==> config.mk <==
export PLATFORM = sky130hd
export DESIGN_NAME = conv_window_gen_flat
export DESIGN_NICKNAME = d
export VERILOG_FILES = /design/src/rtl/conv_window_gen_if.sv /design/src/rtl/conv_window_gen.sv /design/src/flat_wrapper.sv
export SDC_FILE = /design/constraint.sdc
export NUM_CORES = 2
export LEC_CHECK = 0
export ABC_AREA = 0
export ABC_CLOCK_PERIOD_IN_PS = 6900
export CELL_PAD_IN_SITES_DETAIL_PLACEMENT = 0
export CELL_PAD_IN_SITES_GLOBAL_PLACEMENT = 1
export CORE_ASPECT_RATIO = 0.9
export CORE_MARGIN = 2
export CORE_UTILIZATION = 52
export DETAILED_ROUTE_END_ITERATION = 10
export PLACE_DENSITY_LB_ADDON = 0.1
export RECOVER_POWER = 25
export SLEW_MARGIN = 30
export SYNTH_ARGS = -nofsm -noshare
export SYNTH_HDL_FRONTEND = slang
export SYNTH_SLANG_ARGS = --single-unit
export TNS_END_PERCENT = 10
==> constraint.sdc <==
create_clock -name i_clock -period 6.9 [get_ports i_clock]
set_input_delay 1.035 -clock i_clock [delete_from_list [all_inputs] [get_ports i_clock]]
set_output_delay 1.035 -clock i_clock [all_outputs]
set_load 0.005 [all_outputs]
==> src/rtl/conv_window_gen_if.sv <==
// Handshake bundle between a pixel source / window sink and conv_window_gen.
//   i_start                  frame start command
//   i_pixel / i_pixel_valid  raster pixel stream in, o_pixel_ready back-pressure
//   o_window / o_window_valid  flat row-major window out, i_window_ready back-pressure
//   o_busy / o_done          frame status
// master: the window generator.  slave: the host driving pixels and taking windows.
interface conv_window_gen_if #(
  parameter int DATA_WIDTH = 32,
  parameter int CONV_SIZE  = 9
);
  logic                                 i_start;
  logic [DATA_WIDTH-1:0]                i_pixel;
  logic                                 i_pixel_valid;
  logic                                 o_pixel_ready;
  logic [CONV_SIZE-1:0][DATA_WIDTH-1:0] o_window;
  logic                                 o_window_valid;
  logic                                 i_window_ready;
  logic                                 o_busy;
  logic                                 o_done;

  modport master (
    input  i_start, i_pixel, i_pixel_valid, i_window_ready,
    output o_pixel_ready, o_window, o_window_valid, o_busy, o_done
  );

  modport slave (
    output i_start, i_pixel, i_pixel_valid, i_window_ready,
    input  o_pixel_ready, o_window, o_window_valid, o_busy, o_done
  );
endinterface

==> src/rtl/conv_window_gen.sv <==
// Streaming sliding-window generator (valid convolution, stride 1).
// Takes a raster pixel stream, keeps KERNEL_DIM-1 rows in line buffers and emits
// every KERNEL_DIM x KERNEL_DIM window as a flat vector, index r*KERNEL_DIM+c,
// r=0 the oldest row, c=0 the leftmost column.
// Ports:
//   i_clock  clock
//   i_reset  synchronous active-low reset
//   bus      conv_window_gen_if master: start, pixel stream, window stream, busy/done
module conv_window_gen #(
  parameter int DATA_WIDTH = 32,
  parameter int KERNEL_DIM = 3,
  parameter int IMG_WIDTH  = 28,
  parameter int IMG_HEIGHT = 28
) (
  input  logic              i_clock,
  input  logic              i_reset,
  conv_window_gen_if.master bus
);
  localparam int CONV_SIZE = KERNEL_DIM * KERNEL_DIM;
  localparam int COL_W     = $clog2(IMG_WIDTH);
  localparam int ROW_W     = $clog2(IMG_HEIGHT);
  localparam logic [COL_W-1:0] COL_LAST = COL_W'(IMG_WIDTH - 1);
  localparam logic [ROW_W-1:0] ROW_LAST = ROW_W'(IMG_HEIGHT - 1);
  localparam logic [COL_W-1:0] COL_K    = COL_W'(KERNEL_DIM - 1);
  localparam logic [ROW_W-1:0] ROW_K    = ROW_W'(KERNEL_DIM - 1);

  typedef enum logic [2:0] {IDLE, FILL, STREAM, DRAIN, DONE} state_t;
  state_t state, state_nxt;

  logic [ROW_W-1:0]                      row;
  logic [COL_W-1:0]                      col;
  logic [CONV_SIZE-1:0][DATA_WIDTH-1:0]  win;
  logic                                  win_vld;
  // line_buf[col][0] is the oldest buffered row at that column
  logic [KERNEL_DIM-2:0][DATA_WIDTH-1:0] line_buf [IMG_WIDTH];
  logic [KERNEL_DIM-1:0][DATA_WIDTH-1:0] new_col;
  logic                                  pix_rdy, accept, win_hs, win_cmpl, last_pix;

  // A stalled window blocks pixel intake so the held window cannot be overwritten.
  assign pix_rdy  = (state == FILL || state == STREAM) && !(win_vld && !bus.i_window_ready);
  assign accept   = bus.i_pixel_valid && pix_rdy;
  assign win_hs   = win_vld && bus.i_window_ready;
  // Windows straddling a row boundary are built anyway; this mask drops them.
  assign win_cmpl = (row >= ROW_K) && (col >= COL_K);
  assign last_pix = (row == ROW_LAST) && (col == COL_LAST);

  assign bus.o_pixel_ready  = pix_rdy;
  assign bus.o_window       = win;
  assign bus.o_window_valid = win_vld;
  assign bus.o_busy         = (state == FILL) || (state == STREAM) || (state == DRAIN);
  assign bus.o_done         = (state == DONE);

  always_comb begin
    new_col = '0;
    for (int k = 0; k < KERNEL_DIM - 1; k++) new_col[k] = line_buf[col][k];
    new_col[KERNEL_DIM-1] = bus.i_pixel;
  end

  always_comb begin
    state_nxt = state;
    case (state)
      IDLE:   if (bus.i_start) state_nxt = FILL;
      // A frame exactly KERNEL_DIM wide/high completes its only window on the last pixel.
      FILL:   if (accept && last_pix) state_nxt = DRAIN;
              else if (accept && win_cmpl) state_nxt = STREAM;
      STREAM: if (accept && last_pix) state_nxt = DRAIN;
      // The last pixel always completes a window, so the one pending here is the final one.
      DRAIN:  if (win_hs) state_nxt = DONE;
      DONE:   state_nxt = IDLE;
      default: state_nxt = IDLE;
    endcase
  end

  always_ff @(posedge i_clock) begin
    if (!i_reset) begin
      state   <= IDLE;
      row     <= '0;
      col     <= '0;
      win     <= '0;
      win_vld <= 1'b0;
    end else begin
      state <= state_nxt;
      if (state == IDLE && bus.i_start) begin
        row <= '0;
        col <= '0;
      end
      if (accept) begin
        for (int r = 0; r < KERNEL_DIM; r++) begin
          for (int c = 0; c < KERNEL_DIM - 1; c++)
            win[r*KERNEL_DIM+c] <= win[r*KERNEL_DIM+c+1];
          win[r*KERNEL_DIM+KERNEL_DIM-1] <= new_col[r];
        end
        if (col == COL_LAST) begin
          col <= '0;
          row <= (row == ROW_LAST) ? '0 : row + 1'b1;
        end else begin
          col <= col + 1'b1;
        end
      end
      if (accept && win_cmpl) win_vld <= 1'b1;
      else if (win_hs)        win_vld <= 1'b0;
    end
  end

  // Each column slot shifts up by one row; the new pixel becomes the newest row.
  always_ff @(posedge i_clock) begin
    if (accept) begin
      for (int k = 0; k < KERNEL_DIM - 2; k++) line_buf[col][k] <= line_buf[col][k+1];
      line_buf[col][KERNEL_DIM-2] <= bus.i_pixel;
    end
  end
endmodule

==> src/flat_wrapper.sv <==
// flat-port wrapper written by rule: the top's interface ports become plain ports
module conv_window_gen_flat 
#(
  parameter int DATA_WIDTH = 32,
  parameter int KERNEL_DIM = 3,
  parameter int IMG_WIDTH  = 28,
  parameter int IMG_HEIGHT = 28
)
  (i_clock, i_reset, bus_i_start, bus_i_pixel, bus_i_pixel_valid, bus_i_window_ready, bus_o_pixel_ready, bus_o_window, bus_o_window_valid, bus_o_busy, bus_o_done);
  conv_window_gen_if #(.DATA_WIDTH(DATA_WIDTH), .CONV_SIZE(9)) bus_i ();
  input  logic i_clock;
  input  logic i_reset;
  input wire logic [$bits(bus_i.i_start)-1:0] bus_i_start;
  input wire logic [$bits(bus_i.i_pixel)-1:0] bus_i_pixel;
  input wire logic [$bits(bus_i.i_pixel_valid)-1:0] bus_i_pixel_valid;
  input wire logic [$bits(bus_i.i_window_ready)-1:0] bus_i_window_ready;
  output wire logic [$bits(bus_i.o_pixel_ready)-1:0] bus_o_pixel_ready;
  output wire logic [$bits(bus_i.o_window)-1:0] bus_o_window;
  output wire logic [$bits(bus_i.o_window_valid)-1:0] bus_o_window_valid;
  output wire logic [$bits(bus_i.o_busy)-1:0] bus_o_busy;
  output wire logic [$bits(bus_i.o_done)-1:0] bus_o_done;
  assign bus_i.i_start = bus_i_start;
  assign bus_i.i_pixel = bus_i_pixel;
  assign bus_i.i_pixel_valid = bus_i_pixel_valid;
  assign bus_i.i_window_ready = bus_i_window_ready;
  assign bus_o_pixel_ready = bus_i.o_pixel_ready;
  assign bus_o_window = bus_i.o_window;
  assign bus_o_window_valid = bus_i.o_window_valid;
  assign bus_o_busy = bus_i.o_busy;
  assign bus_o_done = bus_i.o_done;
  conv_window_gen #(.DATA_WIDTH(DATA_WIDTH), .KERNEL_DIM(KERNEL_DIM), .IMG_WIDTH(IMG_WIDTH), .IMG_HEIGHT(IMG_HEIGHT)) u_core (.i_clock(i_clock), .i_reset(i_reset), .bus(bus_i));
endmodule
==> qor.csv <==
metric,value,unit
synthArstFlopShare,0,%
ys_seq_area_share,75.2,%
rows,136,
wl_per_cell,30.9,um
cts_buffers,203,
synth_area_per_cell,17.3,um^2
worstHoldPathType,reg2reg,
seqCellArea,60000,um^2
vias_per_cell,6.21,
yosys.area_share.adder,0.0941,%
synthesis.nets,4667,
multiInputGateArea,18900,um^2
synth_top_area_share,67.5,%
pwr-share-clk,42.6,%
slew_violations,1025,
hold_buffers,0,
clk_path_buf_depth,3,
violations,"capacitance limit, slew limit",
muxShareOfSynthArea,12.0,%
setup_viol,0,
tns,0,ns
timing.clock.skew,0.0335,ns
coreArea,152000,um^2
die_area,157000,um^2
yosys_warnings,0,
synth_edf_count,1792,
post-route-period-util,70.9,%
p_per_area,281,nW/um^2
area_delta_synth_final,15.8,%
min_period,4.89,ns
die_w,417,um
fin_nets,5042,
final_cells,7169,
io_buffers,328,
cts_setup_buffers,0,
synth_top_family_by_area,multiplexers,
drtPass1Iterations,8,
grt_pass1_wl,314,mm
routabilityCongestion,0.828,
die_h,376,um
synth.distinct_cells,54,
synthFlopType,edfxtp_1,
synth_area,79800,um^2
drc,0,
hpwl,132,mm
max_freq,204,MHz
cts_tree,yes,
end_kind,flop,
worst_pin_slew,2.46,ns
clock-sinks,2099,
antenna_found_initial,14,
drive_gt1_share,13.7,%
slew_headroom,-63.9,%
root_buffer,clkbuf_16,
grt_pass1_vias,41732,
ir_drop,0.309,mV
place_inst,6794,
postRouteAntennaNets,0,
drt_iter0_drc,5792,
p_int,20.6,mW
rsz0062_at_grt,no,
wl,222,mm
pwr-share-comb,3.7,%
clock_latency,0.83,ns
worstPathArrival,5.34,ns
worstPathRequired,7.34,ns
clk_pin_slew,0.06,ns
grt_use_total,28.1,%
nFillCells,11305,
start_util,52.3,%
yosysTopAreaCell,edfxtp_1,
status,finished with violations,
io_pins,329,
synthXorXnorAreaFrac,0.0110,%
overflow,0,
p_leak,28.4,nW
synth_compound_area_share,7.07,%
synth-simple-area-share,3.75,%
startpoint_type,input port,
vias,44543,
switching_power,5.42,mW
synthCells,4624,
switching_share,20.9,%
cts.htree.levels,4,
timing.max_cap.violations,34,
cp_max_fo,33,
grt_max_degree,195,
synth.area.top_cells,"edfxtp_1 (67%), dfxtp_1 (7.7%), mux2i_1 (6.1%)",
timing.final.hold_violations,0,
worstSetupPathType,in2reg,
seqPwrFrac,53.6,%
ctsResizeCount,0,
ys_ff_latch,2099,
total_power,26.0,mW
==> worst paths after layout <==
check,startpoint,end,slack [ns],depth (start not counted)
worst max-delay path,bus_i_window_ready,u_core.line_buf[4][36]$_DFFE_PP_,2.01,6
worst min-delay path,u_core.bus.o_window[11]$_SDFFE_PN0P_,u_core.bus.o_window[11]$_SDFFE_PN0P_,0.46,2
worst max register to register,u_core.state[0]$_SDFFE_PN0P_,u_core.line_buf[4][36]$_DFFE_PP_,2.30,5
worst min register to register,u_core.bus.o_window[11]$_SDFFE_PN0P_,u_core.bus.o_window[11]$_SDFFE_PN0P_,0.46,2
==> synth_stat cells, types with 19 or more instances <==
| library cell | number |
|---|---|
| edfxtp_1 | 1792 |
| nand2_1 | 538 |
| mux2i_1 | 484 |
| dfxtp_1 | 307 |
| a21boi_0 | 226 |
| mux4_2 | 201 |
| clkbuf_1 | 160 |
| a22oi_1 | 150 |
| a21oi_1 | 97 |
| nand3_1 | 89 |
| o21ai_0 | 80 |
| buf_2 | 69 |
| nor2_1 | 41 |
| buf_4 | 37 |
| a31oi_1 | 34 |
| a22o_1 | 30 |
| a221oi_1 | 23 |
| o221ai_1 | 23 |
| a211o_1 | 20 |
| a41oi_1 | 19 |
| mux2_2 | 19 |
==> routing by layer <==
| metal | vias to the layer above | wire [um] | part of all wire [%] | track usage [%] |
|---|---|---|---|---|
| met4 | 0 | 3570 | 1.6 | 5.72 |
| met3 | 246 | 21000 | 9.5 | 4.87 |
| li1 | 18963 | - | - | - |
| met2 | 2165 | 98600 | 44 | 41.5 |
| met1 | 23169 | 98600 | 44 | 44.1 |
| met5 | - | 0 | 0 | 0 |
==> layout make-up <==
| cell class | count | area share (%) |
|---|---|---|
| clock buffer | 260 | 5.91 |
| tap | 2001 | 2.71 |
| clock inverter | 111 | 1.23 |
| sequential | 2099 | 64.9 |
| inverter | 6 | 0.0244 |
| timing repair buffer | 466 | 4.77 |
| multi-input combinational | 2223 | 20.4 |
| antenna | 3 | 0.00812 |
==> power by group through the flow <==
| stage | Sequential, mW | Clock (mW) | Combinational, mW |
|---|---|---|---|
| after floorplan | 14.2 | 0 | 0.477 |
| after global placement | 14.2 | 0 | 0.966 |
| after detailed placement | 14.2 | 0 | 0.978 |
| after CTS | 13.9 | 11.2 | 0.978 |
| after global routing | 13.9 | 11.7 | 1.03 |
| final | 13.9 | 11.1 | 0.972 |
==> cell families (layout without fill, tap and decap cells) <==
family          count (synthesis)  in the layout
buf+inv                       302            843
flops                        2099           2099
xor+xnor                        1              1
fa+ha+maj                       6              6
other cells                     0              3
mux                           704            704
compound gates                787            787
simple gates                  725            725
==> flip-flops by register name, indices dropped and copies added (netlist names), named ones only <==
name                       flops
u_core.col                     5
u_core.state                   3
u_core.bus.o_window_valid      1
u_core.row                     5
u_core.line_buf             1792
u_core.bus.o_window          288
==> worst max-delay path, cell delays in order <==
cell and delay [ns]:
dlygate4sd3_1 0.61, nand2b_1 0.16, and4_1 1.23, nand2_1 0.77, nor2_4 0.89, buf_4 0.53
==> cell usage in the layout (no fill, tap or decap), types with 12 or more instances in the layout <==
cell | Yosys | final
nand3_2 | 0 | 16
o22a_1 | 13 | 13
clkinv_2 | 0 | 35
mux2i_1 | 484 | 484
dfxtp_1 | 307 | 302
clkbuf_16 | 0 | 209
a41oi_1 | 19 | 19
buf_4 | 37 | 95
edfxtp_1 | 1792 | 1792
o22ai_1 | 16 | 16
dlygate4sd3_1 | 0 | 83
o2bb2ai_1 | 14 | 14
a22o_1 | 30 | 30
o221ai_1 | 23 | 23
nor2_4 | 0 | 29
clkinv_1 | 0 | 36
mux2_2 | 19 | 19
nand2_1 | 538 | 536
a21boi_0 | 226 | 226
a221oi_1 | 23 | 23
a22oi_1 | 150 | 150
mux4_2 | 201 | 201
nand3_1 | 89 | 73
nor2_1 | 41 | 12
clkbuf_1 | 160 | 84
a311oi_4 | 0 | 13
a211o_1 | 20 | 20
a21oi_1 | 97 | 97
bufinv_16 | 0 | 22
a31oi_1 | 34 | 34
o21ai_0 | 80 | 79
clkdlybuf4s50_1 | 0 | 228
==> stage by stage <==
stage	hold slack [ns]	util (%)	cell area (um^2)	worst slack [ns]
after CTS	0.465	60.7	92500	2.60
after floorplan	0.460	-	79800	1.80
after detailed placement	0.457	56.3	85900	2.20
after global placement	0.451	56.2	85600	2.17
after global routing	0.476	60.6	92400	1.80
final	0.459	60.6	92400	2.01
Power figures use the tool's default switching activity.
